### config.mk
export PLATFORM = sky130hd
export DESIGN_NAME = barrel_shift_l_pipe_flat
export DESIGN_NICKNAME = d
export VERILOG_FILES = /design/src/rtl/barrel_shift_l_pipe_if.sv /design/src/rtl/barrel_shift_l_pipe.sv /design/src/flat_wrapper.sv
export SDC_FILE = /design/constraint.sdc
export NUM_CORES = 1
export LEC_CHECK = 0
export BUFFER_PORTS_ARGS = -buffer_cell sky130_fd_sc_hd__clkbuf_2
export CAP_MARGIN = 20
export CORE_MARGIN = 2
export CORE_UTILIZATION = 30
export CTS_BUF_LIST = sky130_fd_sc_hd__clkbuf_8
export CTS_CLUSTER_DIAMETER = 60
export DETAILED_ROUTE_END_ITERATION = 12
export PLACE_DENSITY = 0.49
export SYNTH_ARGS = -nofsm -noshare
export SYNTH_HDL_FRONTEND = slang
export SYNTH_SLANG_ARGS = --single-unit
### constraint.sdc
create_clock -name clk -period 1.3 [get_ports clk]
set_input_delay 0.065 -clock clk [delete_from_list [all_inputs] [get_ports clk]]
set_output_delay 0.065 -clock clk [all_outputs]
set_load 0.005 [all_outputs]
### src/rtl/barrel_shift_l_pipe_if.sv
// Stream interface for the pipelined left barrel shifter/rotator.
//
// Carries both handshakes of the block:
//   in_valid  / in_ready  : operand channel (num, amt, rotate)
//   out_valid / out_ready : result channel (shifted)
//
// Modports:
//   master : producer/consumer side (drives operands and out_ready)
//   slave  : shifter side (drives in_ready, out_valid, shifted)
//
// Parameters:
//   ADDRESS_BITS : shift-amount width; data width is 2**ADDRESS_BITS.
interface barrel_shift_l_pipe_if #(
  parameter int unsigned ADDRESS_BITS = 3
) ();

  localparam int unsigned WIDTH = 2 ** ADDRESS_BITS;

  logic                    in_valid;
  logic                    in_ready;
  logic [WIDTH-1:0]        num;
  logic [ADDRESS_BITS-1:0] amt;
  logic                    rotate;
  logic                    out_valid;
  logic                    out_ready;
  logic [WIDTH-1:0]        shifted;

  modport master (
    output in_valid,
    output num,
    output amt,
    output rotate,
    output out_ready,
    input  in_ready,
    input  out_valid,
    input  shifted
  );

  modport slave (
    input  in_valid,
    input  num,
    input  amt,
    input  rotate,
    input  out_ready,
    output in_ready,
    output out_valid,
    output shifted
  );

endinterface

### src/rtl/barrel_shift_l_pipe.sv
// Pipelined left barrel shifter / rotator.
//
// One registered stage per shift-amount bit. Stage k (0-based) applies amt bit k, moving the
// operand left by 2**k positions, either wrapping the MSBs into the LSBs (rotate=1) or zero
// filling (rotate=0). Each stage carries its own valid bit so the chain compacts bubbles and
// sustains one item per cycle with full backpressure.
//
// Ports:
//   clk        : clock, all state on the rising edge
//   reset      : synchronous, active-high; clears every stage
//   bus        : barrel_shift_l_pipe_if.slave
//                  in_valid/in_ready/num/amt/rotate  operand channel
//                  out_valid/out_ready/shifted       result channel
//   occupancy  : (only with BSL_OCCUPANCY_EN defined) number of valid stages, registered
//
// Optional feature macro: BSL_OCCUPANCY_EN
//
// Parameters:
//   ADDRESS_BITS : shift-amount width and pipeline depth. WIDTH = 2**ADDRESS_BITS is fixed.
module barrel_shift_l_pipe #(
  parameter int unsigned ADDRESS_BITS = 3
) (
  input  logic                                   clk,
  input  logic                                   reset,
`ifdef BSL_OCCUPANCY_EN
  output logic [$clog2(ADDRESS_BITS + 1) - 1:0]  occupancy,
`endif
  barrel_shift_l_pipe_if.slave                   bus
);

  localparam int unsigned WIDTH = 2 ** ADDRESS_BITS;
  localparam int unsigned N     = ADDRESS_BITS;

  // Registered state of every stage, gathered for the ready chain and the output.
  logic [N-1:0]     stage_valid;
  logic [WIDTH-1:0] stage_data [N];
  logic [N-1:0]     stage_amt  [N];
  logic [N-1:0]     stage_rot;

  // ready[k] is the ready of stage k (0-based); ready[N] is the downstream ready.
  // A stage can load when it is empty or when every stage after it can move. Written in
  // closed form (out_ready OR any later/own stage empty) so there is no combinational
  // self-reference through the vector.
  logic [N:0] ready;

  always_comb begin
    ready = '0;
    for (int k = 0; k <= int'(N); k++) begin
      ready[k] = bus.out_ready;
      for (int j = k; j < int'(N); j++) begin
        if (!stage_valid[j]) begin
          ready[k] = 1'b1;
        end
      end
    end
  end

  for (genvar k = 0; k < N; k++) begin : g_stage
    localparam int unsigned Sh = 2 ** k;

    logic             v_in;
    logic             r_in;
    logic [WIDTH-1:0] d_in;
    logic [WIDTH-1:0] d_out;
    logic [N-1:0]     a_in;

    logic             valid_q;
    logic [WIDTH-1:0] data_q;
    logic [N-1:0]     amt_q;
    logic             rot_q;

    if (k == 0) begin : g_src_port
      assign v_in = bus.in_valid;
      assign d_in = bus.num;
      assign a_in = bus.amt;
      assign r_in = bus.rotate;
    end else begin : g_src_stage
      assign v_in = stage_valid[k-1];
      assign d_in = stage_data[k-1];
      assign a_in = stage_amt[k-1];
      assign r_in = stage_rot[k-1];
    end

    // Fixed-distance shift for this stage; the rotate term recovers the bits pushed off the top.
    always_comb begin
      d_out = d_in;
      if (a_in[k]) begin
        if (r_in) begin
          d_out = (d_in << Sh) | (d_in >> (WIDTH - Sh));
        end else begin
          d_out = d_in << Sh;
        end
      end
    end

    always_ff @(posedge clk) begin
      if (reset) begin
        valid_q <= 1'b0;
        data_q  <= '0;
        amt_q   <= '0;
        rot_q   <= 1'b0;
      end else if (ready[k]) begin
        valid_q <= v_in;
        data_q  <= d_out;
        amt_q   <= a_in;
        rot_q   <= r_in;
      end
    end

    assign stage_valid[k] = valid_q;
    assign stage_data[k]  = data_q;
    assign stage_amt[k]   = amt_q;
    assign stage_rot[k]   = rot_q;
  end

  assign bus.in_ready  = ready[0];
  assign bus.out_valid = stage_valid[N-1];
  assign bus.shifted   = stage_data[N-1];

`ifdef BSL_OCCUPANCY_EN
  localparam int unsigned OccW = $clog2(ADDRESS_BITS + 1);

  logic [OccW-1:0] occ_q;
  logic            in_xfer;
  logic            out_xfer;

  assign in_xfer  = bus.in_valid && ready[0];
  assign out_xfer = stage_valid[N-1] && bus.out_ready;

  always_ff @(posedge clk) begin
    if (reset) begin
      occ_q <= '0;
    end else if (in_xfer && !out_xfer) begin
      occ_q <= occ_q + OccW'(1);
    end else if (!in_xfer && out_xfer) begin
      occ_q <= occ_q - OccW'(1);
    end
  end

  assign occupancy = occ_q;
`endif

  // A logical shift leaves the low amt bits of the result clear.
  logic [WIDTH-1:0] last_low_mask;
  assign last_low_mask = (WIDTH'(1) << stage_amt[N-1]) - WIDTH'(1);

  a_zero_fill: assert property (@(posedge clk) disable iff (reset)
    bus.out_valid && !stage_rot[N-1] |-> (bus.shifted & last_low_mask) == '0);

  a_stall_hold: assert property (@(posedge clk) disable iff (reset)
    bus.out_valid && !bus.out_ready |=> bus.out_valid && $stable(bus.shifted));

endmodule

### src/flat_wrapper.sv
// flat-port wrapper written by rule: the top's interface ports become plain ports
module barrel_shift_l_pipe_flat 
#(
  parameter int unsigned ADDRESS_BITS = 3
)
  (clk, reset, bus_in_valid, bus_num, bus_amt, bus_rotate, bus_out_ready, bus_in_ready, bus_out_valid, bus_shifted);
  barrel_shift_l_pipe_if #(.ADDRESS_BITS(ADDRESS_BITS)) bus_i ();
  input  logic clk;
  input  logic reset;
  input wire logic [$bits(bus_i.in_valid)-1:0] bus_in_valid;
  input wire logic [$bits(bus_i.num)-1:0] bus_num;
  input wire logic [$bits(bus_i.amt)-1:0] bus_amt;
  input wire logic [$bits(bus_i.rotate)-1:0] bus_rotate;
  input wire logic [$bits(bus_i.out_ready)-1:0] bus_out_ready;
  output wire logic [$bits(bus_i.in_ready)-1:0] bus_in_ready;
  output wire logic [$bits(bus_i.out_valid)-1:0] bus_out_valid;
  output wire logic [$bits(bus_i.shifted)-1:0] bus_shifted;
  assign bus_i.in_valid = bus_in_valid;
  assign bus_i.num = bus_num;
  assign bus_i.amt = bus_amt;
  assign bus_i.rotate = bus_rotate;
  assign bus_i.out_ready = bus_out_ready;
  assign bus_in_ready = bus_i.in_ready;
  assign bus_out_valid = bus_i.out_valid;
  assign bus_shifted = bus_i.shifted;
  barrel_shift_l_pipe #(.ADDRESS_BITS(ADDRESS_BITS)) u_core (.clk(clk), .reset(reset), .bus(bus_i));
endmodule
==> flow_summary.ini, run 1 <==
[run_status]
outcome = finished, final reports clean

[synth]
synth_area_um2 = 1530
synth_nets = 158
synthArstFlopShare = 0
netlist.area_leader.share = 0.419
synth.area.top_cells = dfxtp_1, mux2i_1, a211oi_2
yosys_most_used_dff = dfxtp_1
syn_avg_cell_area_um2 = 10.8
synthCells = 142
ys_warn_count = 0
synth.distinct_cells = 19
synth-edff-count = 0
ys_seq_elements = 32
synth_top_cell_by_area = dfxtp_1
synth_common_cells = dfxtp_1, nor2_1, mux2i_1
yosysSeqAreaShare = 0.419
synth.most_common_cell = dfxtp_1

[clocking]
clock-root-buffer = clkbuf_8
cts_made_buffers = 5
cts.clk_slew.worst_paths_ns = 0.06
clk_latency_ns = 0.28
h-tree-depth = 2
clockBufferDepth = 2
cts_tree = done
cts.sinks = 32

[global_routing]
antenna_found_initial = 0
grt.total_usage = 0.112
grt_pass1_vias = 982
grt.overflow.total = 0
grt_pass1_wl_um = 4690
grt_max_degree = 33

[die]
die_h_um = 75.4
initial_core_util = 0.318
rows = 25
coreArea_um2 = 4820
ios = 26
die_area_um2 = 5690
fp.dieW_um = 75.4

[timing]
rsz0062_at_grt = no
max_freq_ghz = 0.823
worst_pin_slew_ns = 0.458
hold_ws_ns = 0.0229
slew_viol_final = 0
slew_headroom = 0.694
finalSetupTns_ns = 0
finClkSkew_ns = 0.00338
hold_viol = 0
fin_crit_sh = 0.934
fin_crit_ns = 1.21
final-setup-viol-count = 0

[place]
io_buffers = 25
place_congestion = 0.726
dpl-instance-area_um2 = 1700
hpwl_um = 1920
dp.cells = 226

[cells_and_area]
layout.nets = 183
final_area_um2 = 1800
drive_above_1_share = 0.365
fillerInstances = 505
diodes = 0
regArea_um2 = 641
multi_input_area_um2 = 767
finalNonFillerCells = 234
area.growth.synth_to_final_pct = 17.7

[route]
ant_nets = 0
avgViaCountPerCell = 4.51
drc = 0
vias = 1056
first_iter_violations = 42
wl_per_cell_um = 11.5
drt_first_pass_iters = 4
routed_wl_um = 2690

[power]
leakage_uw = 0.000779
peakVddDrop_mv = 0.364
powerDensity_nw_per_um2 = 1160

[worst_setup_path]
arrival_ns = 1.15
endpoint_kind = primary output
worst_ep_required_time_ns = 1.24
startpoint_type = register
crit_type = register to primary output
cp_max_fo = 21

[min_path]
hp-class = input pin to register

[job]
cap_viol_max_count = 0
-- metal layers --
layer  vias up  global-route usage  share of wire
met5         -                   0              0
met4         0              0.0526          0.013
met3         4              0.0437          0.050
met2        26               0.159           0.42
met1       469               0.147           0.51
li1        557                   -              -
-- placed cells by master, fill, tap and decap left out --
| master | netlist | final |
|---|---|---|
| a211oi_1 | 1 | 1 |
| a211oi_2 | 16 | 16 |
| a21oi_1 | 3 | 3 |
| a311oi_2 | 7 | 7 |
| buf_12 | 1 | 3 |
| buf_4 | 1 | 1 |
| clkbuf_2 | 0 | 25 |
| clkbuf_8 | 0 | 7 |
| dfxtp_1 | 32 | 32 |
| dlygate4sd3_1 | 0 | 1 |
| inv_1 | 3 | 3 |
| mux2i_1 | 22 | 22 |
| nand2b_1 | 8 | 8 |
| nand3_1 | 7 | 7 |
| nand3b_1 | 1 | 1 |
| nand4b_2 | 1 | 1 |
| nor2_1 | 28 | 28 |
| nor2_2 | 1 | 1 |
-- metrics by stage --
stage / total power, uW / util / worst slack (ns)
6_report: 2090 / 0.374 / 0.0853
3_5_place_dp: 1310 / 0.352 / 0.203
4_1_cts: 2120 / 0.374 / 0.0625
3_3_place_gp: 1300 / 0.352 / 0.220
5_1_grt: 2200 / 0.374 / 0.00301
2_1_floorplan: 1240 / - / 0.291
-- worst paths after layout --
check        cells past startpoint                  startpoint  slack [ns]                          end
max reg2reg                      2  u_core.g_stage[0].amt_q[1]        0.20  u_core.g_stage[1].data_q[0]
min                              3                  bus_amt[2]        0.02   u_core.g_stage[0].amt_q[2]
min reg2reg                      2   u_core.g_stage[0].valid_q        0.47    u_core.g_stage[1].valid_q
max                              3        u_core.bus.out_valid        0.09                 bus_in_ready
-- flip-flops by register name, indices dropped and copies added (netlist names) --
register                flops
u_core.g_stage.data_q      16
u_core.g_stage.amt_q        3
u_core.g_stage.valid_q      2
u_core.bus.shifted          8
u_core.g_stage.rot_q        2
u_core.bus.out_valid        1
-- area by class of cell --
cell class / count / share of cell area
sequential: 32 / 0.356
inverter: 3 / 0.00625
tap: 67 / 0.0465
clock buffer: 7 / 0.0535
timing repair buffer: 30 / 0.112
multi-input combinational: 95 / 0.426
-- what timing repair did --
item | in CTS | in global routing
setup buffers | 0 | 0
hold buffers | 1 | 0
resized for setup | 0 | 0
endpoints found under the hold margin | 1 | 0
-- report_power, final --
part           switching (uW)  internal (uW)  total [uW]  leakage (uW)
registers                49.6           1040        1090      0.000264
logic                    91.0            109         200      0.000465
clock network             329            470         800     0.0000503
total                     470           1620        2090      0.000779
-- cell families (layout without fill, tap and decap cells) --
group           Yosys count  in the layout  synth area share
compound gates           27             27             0.214
flops                    32             32             0.419
mux                      22             22             0.144
simple gates             46             46             0.143
buf+inv                  15             40            0.0801
-- worst max-delay path, stage by stage (launching register included) --
cell and delay, ns:
dfxtp_1 0.34, nand4b_2 0.09, buf_4 0.27, clkbuf_2 0.17
Power figures use the tool's default switching activity.
==> inputs of run 2 (changes only) <==
Settings changed: CORE_UTILIZATION 30 to 55, GPL_ROUTABILITY_DRIVEN from default to 0, PLACE_DENSITY 0.49 to 0.79.
==> flow_summary.ini, run 2 (synthesis gave the netlist of run 1 again) <==
[run_status]
outcome = finished, final reports clean

[timing]
finClkSkew_ns = 0.00329
max_freq_ghz = 0.833
slew_headroom = 0.696
fin_crit_sh = 0.924
final-setup-viol-count = 0
hold_ws_ns = 0.0233
finalSetupTns_ns = 0
worst_pin_slew_ns = 0.456
hold_viol = 0
slew_viol_final = 0
fin_crit_ns = 1.20
rsz0062_at_grt = no

[cells_and_area]
final_area_um2 = 1740
layout.nets = 183
finalNonFillerCells = 199
area.growth.synth_to_final_pct = 13.6
final_cell_mix = dfxtp_1, nor2_1, clkbuf_2
largest_reg_flops = 16
final_common_cell = dfxtp_1
diodes = 0
drive_above_1_share = 0.357
regMostFlops = u_core.g_stage.data_q

[power]
powerDensity_nw_per_um2 = 1170
leakage_uw = 0.000776
peakVddDrop_mv = 1.15

[clocking]
cts.sinks = 32
cts_tree = done
post_cts_buffers = 0
cts_resized = 0
clk_latency_ns = 0.28
cts_made_buffers = 5
clockBufferDepth = 2
clock-root-buffer = clkbuf_8
h-tree-depth = 2
cts.clk_slew.worst_paths_ns = 0.06

[global_routing]
antenna_found_initial = 0
top_usage_layer = met2
grt_max_degree = 33
met1_usage = 0.212
grt.overflow.total = 0
gr-usage-met2 = 0.302
met3_usage = 0.0714
grt_pass1_vias = 1056
grt.total_usage = 0.181
grt_pass1_wl_um = 4490

[route]
vias = 1095
ant_nets = 0
first_iter_violations = 26
wl_per_cell_um = 12.8
avgViaCountPerCell = 5.50
routed_wl_um = 2550
drc = 0
drt_first_pass_iters = 4

[worst_setup_path]
cp_top_family = buffers and inverters
max_stage_delay_ns = 0.34
cp_cell_sequence = nand4b_2, buf_4, clkbuf_2
cp_max_fo = 21
endpoint_kind = primary output
arrival_ns = 1.14
critPathSlowestCell = dfxtp_1
cp_num_buf_inv = 2
startpoint_type = register
crit_type = register to primary output
worst_ep_required_time_ns = 1.24

[die]
die_h_um = 56.7
ios = 26
die_area_um2 = 3220
coreArea_um2 = 2710
rows = 19
fp.dieW_um = 56.7
initial_core_util = 0.565

[place]
dpl-instance-area_um2 = 1640
hpwl_um = 1820
dp.cells = 190
io_buffers = 25

[job]
cap_viol_max_count = 0

[min_path]
hp-class = input pin to register
[run 2: cell types whose count changed in the layout (fill, tap and decap cells not counted)]
cell,delta
buf_4,+1
inv_1,+2
clkbuf_8,-1
buf_12,-1
[run 2: area by class of cell]
| type | count | area, um2 |
|---|---|---|
| Clock buffer | 6 | 82.6 |
| Clock inverter | 2 | 7.51 |
| Fill cell | 250 | 972 |
| Inverter | 3 | 11.3 |
| Multi-Input combinational cell | 95 | 767 |
| Sequential cell | 32 | 641 |
| Tap cell | 31 | 38.8 |
| Timing Repair Buffer | 30 | 190 |
[run 2: per-stage QoR]
step | power (uW) | util | setup WS (ns)
2_1_floorplan | 1240 | - | 0.291
3_3_place_gp | 1290 | 0.604 | 0.222
3_5_place_dp | 1300 | 0.604 | 0.143
4_1_cts | 2060 | 0.641 | 0.0845
5_1_grt | 2120 | 0.641 | 0.0198
6_report | 2030 | 0.641 | 0.0994
[run 2: path summary, 6_finish.rpt]
| path | end | slack (ns) | cells past startpoint | startpoint |
|---|---|---|---|---|
| worst max-delay path | bus_in_ready | 0.1 | 3 | u_core.bus.out_valid |
| worst min register to register | u_core.g_stage[1].valid_q | 0.47 | 2 | u_core.g_stage[0].valid_q |
| worst max register to register | u_core.g_stage[1].data_q[5] | 0.13 | 2 | u_core.g_stage[0].amt_q[1] |
| worst min-delay path | u_core.g_stage[0].amt_q[1] | 0.02 | 3 | bus_amt[1] |
[run 2: report_power, final]
part           internal, uW  switching (uW)
Sequential             1040            47.0
Clock                   415             335
Combinational           107            91.4
Total                  1560             474
[run 2: metal layers]
metal	routed length, um	vias up	part of all wire
met5	0	-	0
met4	32	0	0.013
met3	153	4	0.060
met1	1150	499	0.45
li1	-	563	-
met2	1210	29	0.48
[run 2: repair_timing]
item                                    4_1_cts  5_1_grt
hold buffers                                  1        0
endpoints found under the setup margin        0        0
hold endpoints to repair                      1        0
[run 2: tightest hold or removal path, delay by kind of cell]
family / cells / cell delay (ns)
multiplexers: 1 / 0.06
AND/OR/NAND/NOR: 1 / 0.07
buffers and inverters: 1 / 0.08
